$ cat src/rtl/debounce_pkg.sv
// Shared types and constants for the switch debouncer.
//   db_state_t : stable-count FSM state encoding
//   PRESS_W    : width of the wrapping press counter
package debounce_pkg;

    localparam int unsigned PRESS_W = 8;

    typedef enum logic [1:0] {
        IDLE_LOW  = 2'd0,
        WAIT_HIGH = 2'd1,
        IDLE_HIGH = 2'd2,
        WAIT_LOW  = 2'd3
    } db_state_t;

endpackage : debounce_pkg

$ cat src/rtl/sync_chain.sv
// Multi-flop synchronizer for a single asynchronous input.
//   CLK50M : destination clock
//   rst_n  : asynchronous active-low reset, clears every stage to 0
//   d      : asynchronous input
//   q      : synchronized output (last stage)
// STAGES must be >= 2.
module sync_chain #(
    parameter int unsigned STAGES = 2
) (
    input  logic CLK50M,
    input  logic rst_n,
    input  logic d,
    output logic q
);

    logic [STAGES-1:0] r_sync;

    // Shift chain: new sample enters at bit 0, leaves at the top bit.
    always_ff @(posedge CLK50M or negedge rst_n) begin
        if (!rst_n) begin
            r_sync <= '0;
        end else begin
            r_sync <= {r_sync[STAGES-2:0], d};
        end
    end

    assign q = r_sync[STAGES-1];

endmodule : sync_chain

$ cat src/rtl/switch_debouncer_fsm.sv
// Debounces one raw mechanical switch into a clean level with edge pulses.
//   CLK50M      : 50 MHz board clock
//   rst_n       : asynchronous active-low reset
//   A_noisy     : raw, bouncing switch input (asynchronous)
//   A           : debounced level (registered)
//   A_rise      : one-cycle pulse on the edge A goes 0->1
//   A_fall      : one-cycle pulse on the edge A goes 1->0
//   press_count : wrapping count of A_rise events
// STABLE_CYCLES >= 2, SYNC_STAGES >= 2; CNT_W is derived and not overridden.
module switch_debouncer_fsm
    import debounce_pkg::*;
#(
    parameter int unsigned STABLE_CYCLES = 500000,
    parameter int unsigned SYNC_STAGES   = 2,
    parameter int unsigned CNT_W         = $clog2(STABLE_CYCLES)
) (
    input  logic               CLK50M,
    input  logic               rst_n,
    input  logic               A_noisy,
    output logic               A,
    output logic               A_rise,
    output logic               A_fall,
    output logic [PRESS_W-1:0] press_count
);

    localparam logic [CNT_W-1:0] CNT_ONE = CNT_W'(1);
    localparam logic [CNT_W-1:0] CNT_MAX = CNT_W'(STABLE_CYCLES - 1);

    logic             w_s;
    db_state_t        r_state;
    db_state_t        w_state_nxt;
    logic [CNT_W-1:0] r_cnt;
    logic [CNT_W-1:0] w_cnt_nxt;
    logic             w_a_nxt;
    logic             w_rise_nxt;
    logic             w_fall_nxt;

    // Bring the raw switch into the clock domain.
    sync_chain #(
        .STAGES (SYNC_STAGES)
    ) u_sync (
        .CLK50M (CLK50M),
        .rst_n  (rst_n),
        .d      (A_noisy),
        .q      (w_s)
    );

    // State and stability counter registers.
    always_ff @(posedge CLK50M or negedge rst_n) begin
        if (!rst_n) begin
            r_state <= IDLE_LOW;
            r_cnt   <= '0;
        end else begin
            r_state <= w_state_nxt;
            r_cnt   <= w_cnt_nxt;
        end
    end

    // Next-state: a new level must persist STABLE_CYCLES samples; any
    // sample back at the old level aborts to the matching idle state.
    always_comb begin
        w_state_nxt = r_state;
        w_cnt_nxt   = r_cnt;
        unique case (r_state)
            IDLE_LOW: begin
                if (w_s) begin
                    w_state_nxt = WAIT_HIGH;
                    w_cnt_nxt   = CNT_ONE;
                end
            end
            WAIT_HIGH: begin
                if (!w_s) begin
                    w_state_nxt = IDLE_LOW;
                    w_cnt_nxt   = '0;
                end else if (r_cnt == CNT_MAX) begin
                    w_state_nxt = IDLE_HIGH;
                    w_cnt_nxt   = '0;
                end else begin
                    w_cnt_nxt   = r_cnt + CNT_ONE;
                end
            end
            IDLE_HIGH: begin
                if (!w_s) begin
                    w_state_nxt = WAIT_LOW;
                    w_cnt_nxt   = CNT_ONE;
                end
            end
            WAIT_LOW: begin
                if (w_s) begin
                    w_state_nxt = IDLE_HIGH;
                    w_cnt_nxt   = '0;
                end else if (r_cnt == CNT_MAX) begin
                    w_state_nxt = IDLE_LOW;
                    w_cnt_nxt   = '0;
                end else begin
                    w_cnt_nxt   = r_cnt + CNT_ONE;
                end
            end
            default: begin
                w_state_nxt = IDLE_LOW;
                w_cnt_nxt   = '0;
            end
        endcase
    end

    // A follows the current state one edge later; the edge pulses are the
    // difference between the new and old value of A, so they land on the
    // same edge A changes and can never both be high.
    always_comb begin
        w_a_nxt    = (r_state == IDLE_HIGH) || (r_state == WAIT_LOW);
        w_rise_nxt = w_a_nxt && !A;
        w_fall_nxt = !w_a_nxt && A;
    end

    // Registered outputs.
    always_ff @(posedge CLK50M or negedge rst_n) begin
        if (!rst_n) begin
            A           <= 1'b0;
            A_rise      <= 1'b0;
            A_fall      <= 1'b0;
            press_count <= '0;
        end else begin
            A      <= w_a_nxt;
            A_rise <= w_rise_nxt;
            A_fall <= w_fall_nxt;
            if (w_rise_nxt) begin
                press_count <= press_count + PRESS_W'(1);
            end
        end
    end

endmodule : switch_debouncer_fsm

$ cat config.mk
export PLATFORM = sky130hd
export DESIGN_NAME = switch_debouncer_fsm
export DESIGN_NICKNAME = d
export VERILOG_FILES = /design/src/rtl/debounce_pkg.sv /design/src/rtl/sync_chain.sv /design/src/rtl/switch_debouncer_fsm.sv
export SDC_FILE = /design/constraint.sdc
export NUM_CORES = 1
export LEC_CHECK = 0
export CAP_MARGIN = 20
export CORE_MARGIN = 2
export CORE_UTILIZATION = 51
export DETAILED_ROUTE_END_ITERATION = 8
export HOLD_SLACK_MARGIN = 0.05
export PLACE_DENSITY_LB_ADDON = 0.05
export SKIP_LAST_GASP = 1
export SLEW_MARGIN = 10
export SYNTH_ARGS = -nofsm -noshare
export SYNTH_HDL_FRONTEND = slang
export SYNTH_SLANG_ARGS = --single-unit
export TNS_END_PERCENT = 5
$ cat constraint.sdc
create_clock -name CLK50M -period 1.9 [get_ports CLK50M]
set_clock_uncertainty 0.2 [all_clocks]
set_input_delay 0.19 -clock CLK50M [delete_from_list [all_inputs] [get_ports CLK50M]]
set_output_delay 0.19 -clock CLK50M [all_outputs]
set_load 0.02 [all_outputs]
# [After elaboration in Yosys (flattened, before gate mapping)]
# Index checks and enable logic that the tools add are counted.
[word_totals] latch_bits=0 rom_bits=0 regBits=34 n_memories=0 in_bits=3 output_inout_bits=11 ramBits=0
[op_classes] multipliers=0 muxes=13 bitwise=0 n_shift=0 n_addsub=2 n_div=0 reduce_logical=8 order_cmp=0 n_eq_ne=8
[ops] op="2-to-1 mux 19 bit" n=5
[ops] op="one-hot mux 19 bit (4 select lines)" n=1
[ops] op="adder 19 x 1 -> 19 bit (second input constant)" n=1
[ops] op="equality test 19 bit (second input constant)" n=1
[ops] op="2-to-1 mux 2 bit" n=6
[ops] op="adder 8 x 1 -> 8 bit (second input constant)" n=1
[ops] op="one-hot mux 2 bit (4 select lines)" n=1
[ops] op="equality test 2 bit (second input constant)" n=2
[ops] op="AND reduction 4 bit" n=1
[ops] op="!= test 3 x 2 -> 1 bit (second input constant)" n=1
[ops] op="!= test 3 bit (second input constant)" n=1
[ops] op="equality test 2 x 1 -> 1 bit (second input constant)" n=1
[ops] op="logical AND 1 bit" n=2
[ops] op="logical NOT 1 bit" n=2
[ops] op="logical NOT 2 bit" n=1
[ops] op="!= test 2 x 1 -> 1 bit (second input constant)" n=1
[ops] op="!= test 2 bit (second input constant)" n=1
[ops] op="AND reduction 2 bit" n=1
[ops] op="logical OR 1 bit" n=1

# [Logic depth before layout (Yosys ltp)]
[depth] ltp_word=4 mapped_depth=7 mapped_depth_nobuf=6

# [Modules after synthesis]
# A second synthesis with hierarchy kept.
[unflattened] hier_cells=163 hier_area_um2=1667.8
[modules_own_cells] mod="switch_debouncer_fsm" cells_each=161 n_inst=1 seq_area_each_um2=800.8 area_per_inst_um2=1617.8
[modules_own_cells] mod="sync_chain" cells_each=2 n_inst=1 seq_area_each_um2=50.0 area_per_inst_um2=50.0

# [Worst setup path before layout]
# OpenSTA, ideal clock, no wires.
[synth_timing] path_type="reg2reg" start="reg r_cnt[0]" end="reg r_cnt[14]" arrival_ns=1.766 required_time_ns=1.631 period_less_slack_ns=2.034 path_slack_ns=-0.134 setup_ns=0.069 path_stages_with_launch=7 path_buffers=0 cell_sequence="dfrtp_1 -> ha_1 -> and4_1 -> nand2_1 -> or3_2 -> or3_1 -> nand3_1"
[synth_via] elab_chain_len=4 word_cells_on_any_way=6 classes_between="add/sub (1); eq/ne (1); mux (4)"
[synth_rtl] item="start: declaration" line="switch_debouncer_fsm.sv:32" text="logic [CNT_W-1:0] r_cnt;"
[synth_rtl] item="start signal: assignment" line="switch_debouncer_fsm.sv:55" text="r_cnt <= w_cnt_nxt;"
[synth_rtl] item="adder 19 x 1 -> 19 bit or equality test 19 bit (tied branches)"
[synth_rtl] item="2-to-1 mux 19 bit *" line="switch_debouncer_fsm.sv:75, switch_debouncer_fsm.sv:92"
[synth_rtl] item="2-to-1 mux 19 bit, on equally long branches" line="switch_debouncer_fsm.sv:89, switch_debouncer_fsm.sv:72"
[synth_rtl] item="one-hot mux 19 bit (4 select lines) *" line="switch_debouncer_fsm.sv:64" text="unique case (r_state)"
# Mark *: on every way between the ends. The rest lies on a longest branch, timed or not.
# A chain may end at the register's enable or synchronous reset.

==> flow_summary.toml <==
[global_route]
grt_util_all_layers_pct = 21.8
grt_max_degree = 35
grt_pass1_wl_microns = 5980
grt_pass1_vias = 1339
antenna_found_initial = 0
overflow = 0

[synth]
synth_nets = 173
syn_area_per_cell_sq_um = 9.90
synthArstFlopShare_pct = 100
synth.distinct_cells = 37
synthTopCellsByCount = "34 x dfrtp_1, 20 x nand2_1, 12 x nand3_1, 12 x o21ai_0, 9 x a21oi_1"
yosysSeqAreaShare_pct = 51.2
synth_top_area_cell = "dfrtp_1"
synthCells = 168
yosys.area.top_type_share_pct = 51.2
yosysMostFrequentCell = "dfrtp_1"
synth-seq-cells = 34
yosys_warnings = 0
synth_flop_cell = "dfrtp_1"
syn_area_sq_um = 1660
synth_area_leaders = "dfrtp_1 51%, nand2_1 4.5%, nand3_1 3.6%"
synth_edf_count = 0

[setup_path]
critPathKind = "register to register"
crit_path_end_kind = "register"
startpoint_type = "register"
startpoint = "r_cnt[7]"
r2r_setup_slack_ps = -120
worst-path-max-fanout = 5
cp.arrival_ps = 2030
required_ps = 1910
r2r-start = "r_cnt[7]"

[detailed_routing]
drtIter0Drc = 99
ant_nets = 0
route.detailed.drc = 0
drt_wl_total_microns = 3540
via_per_inst = 5.50
post_drt_wl_per_cell_microns = 13.6
via_count = 1436
drt_first_pass_iters = 4

[clocking]
cts.clk_slew.worst_paths_ps = 100
numCtsBuffers = 5
htree_levels = 2
clock-sinks = 34
clock-root-buffer = "clkbuf_4"
cts_tree = "yes"
worstSkewPairLatency_ps = 330
clk_path_buf_depth = 2

[timing]
slew_headroom_pct = 71.6
setup_viol = 9
hold_violations = 0
whs_ps = 59.2
clock.fmax_mhz = 496
slew_violations = 0
worst_slack_ps = -117
rsz0062_at_grt = "true"
period_minus_slack_ps = 2020
post-route-period-util_pct = 106
worst_pin_slew_ps = 425

[floorplan]
die_w_microns = 61.1
initial_utilization_pct = 54.0
die_area_sq_um = 3730
fp-row-count = 20
boundaryPins = 14
die_h_microns = 61.1
core_sq_um = 3080

[layout]
register_area_sq_um = 851
fin_util_pct = 70.2
antenna_cells = 0
layout-drive-gt1-share_pct = 27.2
synthToLayoutAreaGrowth_pct = 29.9
multi_input_comb_area_sq_um = 787
fill_cells = 231
final_nets = 222

[worst_hold_path]
hold_path_class = "input port to async pin"

[power]
ir_worst_vdd_uv = 765
power_density_nw_per_um2 = 1160
leakagePower_nw = 0.935

[place]
portBuffers = 13
dp_hpwl_microns = 2620
gp_congestion = 0.853

[job]
drv_cap = 0

[status]
violations = "negative setup slack"
outcome = "finished, violations left"
[area by class of cell]
type                            instances  area share, %
Tap cell                               44           2.55
Inverter                                5          0.869
Timing Repair Buffer                   48           18.5
Clock inverter                          2          0.463
Clock buffer                            5           1.74
Sequential cell                        34           39.4
Multi-Input combinational cell        123           36.4
[per-layer routing]
layer / part of all wire, % / track usage (%)
met3: 4.6 / 5.67
met2: 50 / 35.6
met5: 0 / 0
met1: 45 / 28.7
met4: 0.76 / 6.52
[kinds of logic after synthesis]
| kind of cell | synth area share, % |
|---|---|
| AO/OA/AOI/OAI | 11.7 |
| XOR/XNOR | 5.27 |
| adder cells (fa/ha/maj) | 1.50 |
| buffers and inverters | 3.01 |
| flip-flops | 51.2 |
| multiplexers | 2.56 |
| AND/OR/NAND/NOR | 24.8 |
[stage by stage]
stage          setup TNS, ps  power (W)  setup slack (ps)  std cells  area [sq um]
3_5_place_dp            -703    0.00212             -92.0        250          2060
2_1_floorplan          -17.0    0.00160             -10.7        168          1680
3_3_place_gp            -174    0.00208             -33.9        250          2060
5_1_grt                -2390    0.00270              -224        261          2160
4_1_cts                 -850    0.00252             -96.2        259          2140
6_report                -609    0.00250              -117        261          2160
[power by group]
group	total [W]	internal (W)	switching, W
combinational	0.00115	0.000567	0.000582
clock	0.000363	0.000133	0.000230
sequential	0.000983	0.000864	0.000119
total	0.00250	0.00156	0.000932
[placed cells by master, fill, tap and decap left out, drive strengths merged]
cell type,netlist,routed
a21o,2,2
a21oi,9,9
a22o,3,3
and2,2,2
and3,2,2
and4,2,2
buf,3,35
clkbuf,3,5
clkdlybuf4s50,0,13
clkinv,0,2
dfrtp,34,34
ha,2,2
inv,5,5
mux2,2,2
mux2i,2,2
nand2,20,20
nand3,12,12
nand4,6,6
nor2,6,6
nor2b,2,2
nor3,6,6
nor3b,1,1
nor4,3,3
nor4b,1,1
nor4bb,1,1
o211ai,1,1
o21a,2,2
o21ai,13,13
o21bai,2,2
or2,2,2
or3,9,9
xnor2,6,6
xor2,4,4
[repair_timing]
item / in CTS / in global routing
gates cloned: 0 / 0
endpoints found under the hold margin: 0 / 0
pin swaps: 3 / 4
endpoints found under the setup margin: 15 / 18
hold buffers: 0 / 0
setup buffers: 2 / 2
gates resized for setup: 3 / 2
[state kept, by name, summed over array words and instances, names as in the netlist, named ones only]
register       cells
r_state            1
A_fall             1
u_sync.r_sync      2
r_cnt             19
press_count        8
A_rise             1
A                  1
[worst max-delay path, stage by stage, from the launching register on]
cell and delay (ps):
dfrtp_1 420, nor4b_2 310, nand4_1 230, o21ai_2 260
buf_6 140, nand2_1 60, mux2_2 280
[worst paths after layout]
path,end,cells past startpoint
setup / recovery,register,6
hold / removal,r_cnt[10],2
setup reg to reg,register,6
hold reg to reg,u_sync.r_sync[1],0
max in group asynchronous,r_state[0],2
min in group CLK50M,u_sync.r_sync[0],1
Note: power is estimated with default switching activity, not from simulation.
